===== src/rtl/ctrl_fsm_param_pkg.sv =====
// Shared state type and width helper for the SMAC volume controller.
// No logic; imported by ctrl_fsm_param and smac_loop_cnt.
package ctrl_fsm_param_pkg;

  typedef enum logic [2:0] {
    IDLE_P,
    LOAD_P,
    RUN_P,
    QUANT_WAIT_P,
    WRITE_BACK_P,
    FINISH_P
  } ctrl_p_states;

  // Index width for a loop of n iterations; a single-iteration loop still gets one bit.
  function automatic int clog2_min1(input int n);
    return (n > 1) ? $clog2(n) : 1;
  endfunction

endpackage


===== src/rtl/smac_loop_cnt.sv =====
// Four-level nested wrap counter; level 0 is innermost, each wrap carries into the next level.
// Latency: indices update on the clock edge after inc; clear has priority over inc.
// Backpressure: holds while inc is low.
module smac_loop_cnt
  import ctrl_fsm_param_pkg::*;
#(
  parameter int N0 = 9,
  parameter int N1 = 8,
  parameter int N2 = 8,
  parameter int N3 = 4,
  localparam int W0 = clog2_min1(N0),
  localparam int W1 = clog2_min1(N1),
  localparam int W2 = clog2_min1(N2),
  localparam int W3 = clog2_min1(N3)
) (
  input  logic          clk,
  input  logic          rst_n,
  input  logic          clear,
  input  logic          inc,
  output logic [W0-1:0] idx0,
  output logic [W1-1:0] idx1,
  output logic [W2-1:0] idx2,
  output logic [W3-1:0] idx3,
  output logic          last0,
  output logic          last1,
  output logic          last2,
  output logic          last3,
  output logic          all_last
);

  logic [W0-1:0] idx0_q, idx0_d;
  logic [W1-1:0] idx1_q, idx1_d;
  logic [W2-1:0] idx2_q, idx2_d;
  logic [W3-1:0] idx3_q, idx3_d;

  assign last0    = (idx0_q == W0'(N0 - 1));
  assign last1    = (idx1_q == W1'(N1 - 1));
  assign last2    = (idx2_q == W2'(N2 - 1));
  assign last3    = (idx3_q == W3'(N3 - 1));
  assign all_last = last0 && last1 && last2 && last3;

  assign idx0 = idx0_q;
  assign idx1 = idx1_q;
  assign idx2 = idx2_q;
  assign idx3 = idx3_q;

  always_comb begin
    idx0_d = idx0_q;
    idx1_d = idx1_q;
    idx2_d = idx2_q;
    idx3_d = idx3_q;
    if (clear) begin
      idx0_d = '0;
      idx1_d = '0;
      idx2_d = '0;
      idx3_d = '0;
    end else if (inc) begin
      idx0_d = last0 ? '0 : idx0_q + W0'(1);
      if (last0) begin
        idx1_d = last1 ? '0 : idx1_q + W1'(1);
        if (last1) begin
          idx2_d = last2 ? '0 : idx2_q + W2'(1);
          if (last2) begin
            idx3_d = last3 ? '0 : idx3_q + W3'(1);
          end
        end
      end
    end
  end

  always_ff @(posedge clk or negedge rst_n) begin
    if (!rst_n) begin
      idx0_q <= '0;
      idx1_q <= '0;
      idx2_q <= '0;
      idx3_q <= '0;
    end else begin
      idx0_q <= idx0_d;
      idx1_q <= idx1_d;
      idx2_q <= idx2_d;
      idx3_q <= idx3_d;
    end
  end

endmodule


===== src/rtl/ctrl_fsm_param.sv =====
// Sequences one SMAC volume: N_FIL filters x ACT_BITS x WEI_BITS x KW steps; SMAC_SIGNED_ACT_EN enables MSB_a.
// Latency: step outputs are Mealy in the step cycle; valid_ac2/valid_ac3/cl_en_ac2 follow one cycle later.
// Backpressure: core_stall_n low freezes RUN unless draining the last filter of the last volume.
module ctrl_fsm_param
  import ctrl_fsm_param_pkg::*;
#(
  parameter int KW       = 9,
  parameter int ACT_BITS = 8,
  parameter int WEI_BITS = 8,
  parameter int N_FIL    = 4,
  localparam int EW = clog2_min1(KW),
  localparam int WW = clog2_min1(WEI_BITS),
  localparam int AW = clog2_min1(ACT_BITS),
  localparam int FW = clog2_min1(N_FIL)
) (
  input  logic          clk,
  input  logic          rst_n,
  input  logic          core_stall_n,
  input  logic          last_vol,
  input  logic          done_quant,
  input  logic          relu_done,
  output logic          act_load,
  output logic          wei_load,
  output logic          step_en,
  output logic [EW-1:0] elem_idx,
  output logic [WW-1:0] wbit_idx,
  output logic [AW-1:0] abit_idx,
  output logic [FW-1:0] fil_idx,
  output logic          cl_en_ac1,
  output logic          w_and_s_ac1,
  output logic          MSB_w,
  output logic          MSB_a,
  output logic          valid_ac2,
  output logic          valid_ac3,
  output logic          cl_en_ac2,
  output logic          wb,
  output logic          act_wb,
  output logic          busy,
  output logic          done
);

  ctrl_p_states state_q, state_d;
  logic last_vol_q, last_vol_d;
  logic valid_ac2_q, valid_ac2_d;
  logic valid_ac3_q, valid_ac3_d;
  logic cnt_clear, cnt_inc, step;
  logic elem_last, wbit_last, abit_last, fil_last, vol_last;
  logic drain;

  smac_loop_cnt #(
    .N0(KW),
    .N1(WEI_BITS),
    .N2(ACT_BITS),
    .N3(N_FIL)
  ) u_loop_cnt (
    .clk     (clk),
    .rst_n   (rst_n),
    .clear   (cnt_clear),
    .inc     (cnt_inc),
    .idx0    (elem_idx),
    .idx1    (wbit_idx),
    .idx2    (abit_idx),
    .idx3    (fil_idx),
    .last0   (elem_last),
    .last1   (wbit_last),
    .last2   (abit_last),
    .last3   (fil_last),
    .all_last(vol_last)
  );

  assign drain = last_vol_q && fil_last;

  // The final step of a filter leaves the inner indices at max; the WRITE_BACK
  // exit increment then wraps them to zero and carries into the filter index.
  always_comb begin
    state_d    = state_q;
    last_vol_d = last_vol_q;
    cnt_clear  = 1'b0;
    cnt_inc    = 1'b0;
    step       = 1'b0;
    act_load   = 1'b0;
    wb         = 1'b0;
    done       = 1'b0;
    case (state_q)
      IDLE_P: begin
        cnt_clear = 1'b1;
        if (core_stall_n) state_d = LOAD_P;
      end
      LOAD_P: begin
        if (core_stall_n) begin
          act_load   = 1'b1;
          last_vol_d = last_vol;
          state_d    = RUN_P;
        end
      end
      RUN_P: begin
        if (core_stall_n || drain) begin
          step = 1'b1;
          if (elem_last && wbit_last && abit_last) state_d = QUANT_WAIT_P;
          else                                     cnt_inc = 1'b1;
        end
      end
      QUANT_WAIT_P: begin
        if (done_quant) state_d = WRITE_BACK_P;
      end
      WRITE_BACK_P: begin
        wb = 1'b1;
        if (relu_done) begin
          if (vol_last) begin
            state_d = FINISH_P;
          end else begin
            cnt_inc = 1'b1;
            state_d = RUN_P;
          end
        end
      end
      FINISH_P: begin
        done      = 1'b1;
        cnt_clear = 1'b1;
        state_d   = IDLE_P;
      end
      default: state_d = IDLE_P;
    endcase
  end

  assign step_en     = step;
  assign cl_en_ac1   = step && (elem_idx == '0);
  assign w_and_s_ac1 = step && (elem_idx != '0);
  assign wei_load    = step && (abit_idx == '0) && (wbit_idx == '0);
  assign MSB_w       = step && wbit_last;
`ifdef SMAC_SIGNED_ACT_EN
  assign MSB_a       = step && abit_last;
`else
  assign MSB_a       = 1'b0;
`endif

  assign valid_ac2_d = step && elem_last;
  assign valid_ac3_d = step && elem_last && wbit_last;
  assign valid_ac2   = valid_ac2_q;
  assign valid_ac3   = valid_ac3_q;
  assign cl_en_ac2   = valid_ac3_q;
  assign act_wb      = wb;
  assign busy        = (state_q != IDLE_P);

  always_ff @(posedge clk or negedge rst_n) begin
    if (!rst_n) begin
      state_q     <= IDLE_P;
      last_vol_q  <= 1'b0;
      valid_ac2_q <= 1'b0;
      valid_ac3_q <= 1'b0;
    end else begin
      state_q     <= state_d;
      last_vol_q  <= last_vol_d;
      valid_ac2_q <= valid_ac2_d;
      valid_ac3_q <= valid_ac3_d;
    end
  end

endmodule


===== config.mk =====
export PLATFORM = sky130hd
export DESIGN_NAME = ctrl_fsm_param
export DESIGN_NICKNAME = d
export VERILOG_FILES = /design/src/rtl/ctrl_fsm_param_pkg.sv /design/src/rtl/smac_loop_cnt.sv /design/src/rtl/ctrl_fsm_param.sv
export SDC_FILE = /design/constraint.sdc
export NUM_CORES = 1
export LEC_CHECK = 0
export ABC_AREA = 1
export BUFFER_PORTS_ARGS = -buffer_cell sky130_fd_sc_hd__buf_2
export CAP_MARGIN = 15
export CORE_MARGIN = 2
export CORE_UTILIZATION = 38
export CTS_CLUSTER_DIAMETER = 200
export DETAILED_ROUTE_END_ITERATION = 8
export GPL_ROUTABILITY_DRIVEN = 0
export PLACE_DENSITY = 0.6
export SYNTH_ARGS = -nofsm -noshare
export SYNTH_HDL_FRONTEND = slang
export SYNTH_SLANG_ARGS = --single-unit
export TNS_END_PERCENT = 1

===== constraint.sdc =====
create_clock -name clk -period 1.8 [get_ports clk]
set_input_delay 0 -clock clk [delete_from_list [all_inputs] [get_ports clk]]
set_output_delay 0 -clock clk [all_outputs]
set_load 0.05 [all_outputs]

==> results.json, run 1 <==
{
  "hold_class": "primary input to register",
  "maxCapViolCount": 0,
  "syn_to_final_growth_pct": 26.0,
  "grt_use_total_pct": 15.1,
  "peakVddDrop_uv": 761,
  "grt_max_degree": 19,
  "status": "finished clean",
  "worstHoldStart": "core_stall_n",
  "period_minus_slack_ns": 1.67,
  "syn_inst": 148,
  "utilization_pct": 50.1,
  "maxSlewViolCount": 0,
  "yosysTopAreaCellShare_pct": 37.1,
  "syn-num-nets": 163,
  "n_antenna_cell": 0,
  "hold_viol": 0,
  "drt-total-wl_um": 2450,
  "placed_cell_area_um2": 1450,
  "r2r_slack_ns": 0.14,
  "cellLeakagePower_uw": 0.000786,
  "antenna_found_initial": 0,
  "htreeDepth": 1,
  "skew_ns": 0.00150,
  "drive_gt1_share_pct": 40.9,
  "r2r-start": "u_loop_cnt.idx0[0]",
  "powerDensity_nw_per_um2": 1490,
  "layout.nets": 197,
  "drc": 0,
  "cts_buffer_depth": 2,
  "gr-total-overflow": 0,
  "rows": 20,
  "grt_pass1_wl_um": 4120,
  "path_clk_slew_ns": 0.11,
  "worst_hold_slack_ns": 0.109,
  "drt.antenna.violating_nets": 0,
  "clk_latency_ns": 0.29,
  "clock-sinks": 18,
  "dr.pass1.iters": 2,
  "final-setup-viol-count": 0,
  "cp-start-kind": "register",
  "num_vias": 1025,
  "cts_tree": "yes",
  "design.core.area_um2": 3050,
  "hold_path_depth": 5,
  "crit_fanout": 8,
  "yosysWarnings": 0,
  "mostFrequentLayoutCells": "30 x nand2_1, 29 x buf_2, 19 x inv_1, 15 x dfrtp_1",
  "max_stage_delay_ns": 0.49,
  "setup.worst_path.class": "register to output pin",
  "io_buffers": 30,
  "layout_commonest_cell": "nand2_1",
  "fmax_ghz": 0.599,
  "critPathRequiredTime_ns": 1.80,
  "slowest_stage": "dfrtp_2",
  "ios": 32,
  "reg2regPathDepth": 10,
  "min_to": "state_q[1]",
  "arrival_ns": 1.67,
  "ys_seq_elements": 18,
  "yosys-top-cells-area": "dfrtp_1 37%, ha_1 9.3%, nand2_1 9.3%, inv_1 6.2%, nand2_2 3.6%",
  "die_h_um": 60.5,
  "crit_path_end_kind": "output pin",
  "post_drt_wl_per_cell_um": 10.9,
  "hpwl_um": 1960,
  "r2r-end": "u_loop_cnt.idx1[2]",
  "die_w_um": 60.5,
  "final_area_um2": 1530,
  "post_cts_buffers": 0,
  "synth.yosys.seq_area_share_pct": 37.1,
  "grt_pass1_vias": 959,
  "numCtsBuffers": 3,
  "min_period_over_period_pct": 92.7,
  "synth.largest_area_cell": "dfrtp_1",
  "cts_root_buf": "clkbuf_4",
  "initial_core_util_pct": 39.8,
  "viasPerCell": 4.56,
  "dieArea_um2": 3660,
  "crit_chain": "nor2_2, nand2_2, nor2_4, inv_4, nor4_4, buf_6",
  "rsz0062_at_grt": "yes",
  "syn-cell-area_um2": 1210,
  "avgSynthCellArea_um2": 8.20,
  "synth.distinct_cells": 31,
  "dr.first_iter.drc_count": 31
}
[flip-flops by register name (all words and copies together) (netlist names)]
register / flops
u_loop_cnt.idx0: 4
state_q: 3
u_loop_cnt.idx1: 3
u_loop_cnt.idx2: 3
u_loop_cnt.idx3: 2
cl_en_ac2: 1
last_vol_q: 1
valid_ac2: 1
[cells in the mapped netlist, drive strengths merged]
master / instances
o21ai: 10
mux2: 1
nor3: 5
nor4: 2
xnor2: 1
inv: 23
a31oi: 1
nor2: 15
xor2: 1
dfrtp: 18
o22ai: 1
nand3: 12
nand2: 38
conb: 1
buf: 4
nand3b: 1
a21oi: 2
nand4: 3
ha: 9
[worst max-delay path: cells and delay by family, from the launching register on]
family                 cells  cell delay (ns)
buffers and inverters      2             0.28
flip-flops                 1             0.49
AND/OR/NAND/NOR            4             0.62
[layout make-up]
class / count / area (um^2)
Tap cell: 44 / 55.1
Inverter: 23 / 88.8
Timing Repair Buffer: 33 / 186
Sequential cell: 18 / 454
Clock buffer: 4 / 36.3
Fill cell: 320 / 1520
Multi-Input combinational cell: 103 / 708
[per-stage QoR]
step	instances	worst slack, ns	power (uW)	setup TNS, ns
after floorplan	148	-0.0800	1760	-0.842
after global placement	218	0.159	2000	0
after detailed placement	218	0.123	2020	0
after CTS	225	0.0483	2300	0
after global routing	225	-0.0409	2470	-0.167
final	225	0.131	2270	0
[routing by layer]
layer / wire [um] / vias to the layer above / global-route usage [%] / share of wire [%]
met5: 0 / - / 0 / 0
met4: 14 / 0 / 6.83 / 0.57
met3: 102 / 2 / 2.13 / 4.2
met2: 1150 / 21 / 24.4 / 47
met1: 1180 / 456 / 20.2 / 48
li1: - / 546 / - / -
[timing repair]
item | in CTS | in global routing
endpoints found under the hold margin | 20 | 0
hold buffers | 3 | 0
pin swaps | 0 | 1
setup endpoints to repair | 1 | 12
cloned | 0 | 0
resized for setup | 1 | 4
[worst max path at each step]
stage / depth (start not counted) / from / endpoint / slack, ns
after detailed placement: 10 / u_loop_cnt.idx1[0] / u_loop_cnt.idx1[1] / 0.12
after global routing: 8 / u_loop_cnt.idx0[0] / u_loop_cnt.idx0[1] / -0.04
final: 6 / state_q[0] / cl_en_ac1 / 0.13
after global placement: 10 / u_loop_cnt.idx1[0] / u_loop_cnt.idx2[0] / 0.16
after floorplan: 10 / u_loop_cnt.idx1[1] / u_loop_cnt.idx2[0] / -0.08
after CTS: 6 / state_q[0] / cl_en_ac1 / 0.05
[kinds of logic (layout without fill, tap and decap cells)]
kind of cell	count (synthesis)	in the layout	synth area share (%)
other	1	1	0.309
and+or+nand+nor	76	76	35.3
DFF	18	18	37.1
AOI/OAI and AO/OA	14	14	6.29
adders and majority gates	9	9	9.28
xor gates and xnor gates	2	2	1.44
muxes	1	1	0.928
buffers and inverters	27	60	9.38
[power by group]
group | internal [uW] | switching (uW) | total (uW)
Combinational | 378 | 992 | 1370
Clock | 123 | 130 | 253
Sequential | 508 | 141 | 649
Total | 1010 | 1260 | 2270
Note: power is estimated with default switching activity, not from simulation.
==> run 2, diff against run 1 <==
Settings changed: CORE_UTILIZATION 38 to 52, PLACE_DENSITY 0.6 to 0.78.
==> results.json, run 2 (synthesis gave the netlist of run 1 again) <==
{
  "initial_core_util_pct": 54.9,
  "multiInputGateArea_um2": 706,
  "maxSlewViolCount": 0,
  "ios": 32,
  "cts_tree": "yes",
  "fmax_ghz": 0.579,
  "grt_pass1_vias": 1017,
  "maxCapViolCount": 0,
  "clk_latency_ns": 0.30,
  "grt_pass1_wl_um": 4480,
  "fillers": 179,
  "setup.worst_path.class": "register to output pin",
  "cts_buffer_depth": 2,
  "die_h_um": 52.3,
  "fin_tns_setup_ns": 0,
  "layout_commonest_cell": "nand2_1",
  "path_clk_slew_ns": 0.10,
  "hpwl_um": 2110,
  "gr-total-overflow": 0,
  "status": "finished clean",
  "powerDensity_nw_per_um2": 1530,
  "io_buffers": 30,
  "cellLeakagePower_uw": 0.000797,
  "r2r_slack_ns": 0.14,
  "drt-total-wl_um": 2700,
  "met1_usage_pct": 27.3,
  "n_antenna_cell": 0,
  "cp-start-kind": "register",
  "mostFrequentLayoutCells": "30 x nand2_1, 28 x buf_2, 18 x inv_1, 14 x dfrtp_1",
  "largest_reg_flops": 4,
  "numCtsBuffers": 3,
  "utilization_pct": 68.9,
  "met2_usage_pct": 38.3,
  "seq_area_um2": 455,
  "grt-busiest-layer": "met2",
  "dr.pass1.iters": 4,
  "drc": 0,
  "syn_to_final_growth_pct": 25.7,
  "grt_max_degree": 19,
  "hold_viol": 0,
  "crit_path_end_kind": "output pin",
  "crit_fanout": 6,
  "drt.antenna.violating_nets": 0,
  "htreeDepth": 1,
  "skew_ns": 0.00437,
  "cts_root_buf": "clkbuf_4",
  "drive_gt1_share_pct": 42.1,
  "post_drt_wl_per_cell_um": 12.8,
  "worst_hold_slack_ns": 0.130,
  "viasPerCell": 5.20,
  "design.core.area_um2": 2210,
  "layout.nets": 199,
  "rows": 17,
  "critPathRequiredTime_ns": 1.80,
  "grt_use_total_pct": 22.3,
  "antenna_found_initial": 0,
  "dr.first_iter.drc_count": 31,
  "min_period_over_period_pct": 95.9,
  "clock-sinks": 18,
  "arrival_ns": 1.73,
  "globalRouteMet3Util_pct": 3.71,
  "die_w_um": 52.3,
  "rsz0062_at_grt": "no",
  "num_vias": 1098,
  "hold_class": "primary input to register",
  "peakVddDrop_uv": 1210,
  "period_minus_slack_ns": 1.73,
  "dieArea_um2": 2740,
  "final-setup-viol-count": 0
}
run 2: cell types whose count changed in the layout (fill, tap and decap cells not counted):
cell and delta:
inv_2 +1, clkbuf_4 +1, ha_2 -1, dfrtp_2 +1, buf_4 +2, dfrtp_1 -1
inv_1 -1, buf_2 -1, ha_1 +1
run 2: critical path, stage by stage (launching register included):
cell and delay (ns):
dfrtp_1 0.47, nor2_2 0.18, nand2_2 0.10, nor2_4 0.16, inv_4 0.08, nor4_4 0.15
clkbuf_4 0.28
run 2: final cells by class:
class                           count  share of cell area, %
Multi-Input combinational cell    103                   46.3
Sequential cell                    18                   29.9
Timing Repair Buffer               35                   13.4
Inverter                           23                   5.82
Clock buffer                        4                   2.38
Tap cell                           28                   2.30
run 2: path summary, 6_finish.rpt:
check	start	endpoint	depth (start not counted)
setup / recovery	state_q[2]	wei_load	6
hold / removal	core_stall_n	state_q[1]	5
setup reg to reg	u_loop_cnt.idx0[0]	u_loop_cnt.idx2[0]	10
hold reg to reg	u_loop_cnt.idx0[0]	u_loop_cnt.idx0[0]	1
max in group asynchronous	rst_n	u_loop_cnt.idx3[0]	2
min in group asynchronous	rst_n	u_loop_cnt.idx0[2]	2
run 2: what timing repair did:
item | 4_1_cts | 5_1_grt
resized for setup | 1 | 6
hold buffers | 3 | 0
setup buffers | 0 | 2
endpoints found under the setup margin | 1 | 15
hold endpoints to repair | 20 | 0
run 2: routing by layer:
metal / vias up / routed length [um]
met3: 7 / 123
met5: - / 0
met2: 28 / 1360
met1: 518 / 1150
met4: 0 / 62
li1: 545 / -
run 2: through the flow:
stage	power [uW]	setup WS, ns	cell area, um^2	std cells
2_1_floorplan	1760	-0.0800	1270	148
6_report	2340	0.0737	1530	211
5_1_grt	2490	0.0107	1530	211
4_1_cts	2310	0.0151	1500	209
3_5_place_dp	2040	0.0844	1430	202
3_3_place_gp	1990	0.174	1430	202
run 2: report_power, final:
group / leakage (uW) / switching, uW / total, uW / internal (uW)
clock: 0.0000210 / 133 / 256 / 124
combinational: 0.000541 / 1020 / 1430 / 404
sequential: 0.000235 / 149 / 658 / 509
total: 0.000797 / 1300 / 2340 / 1040
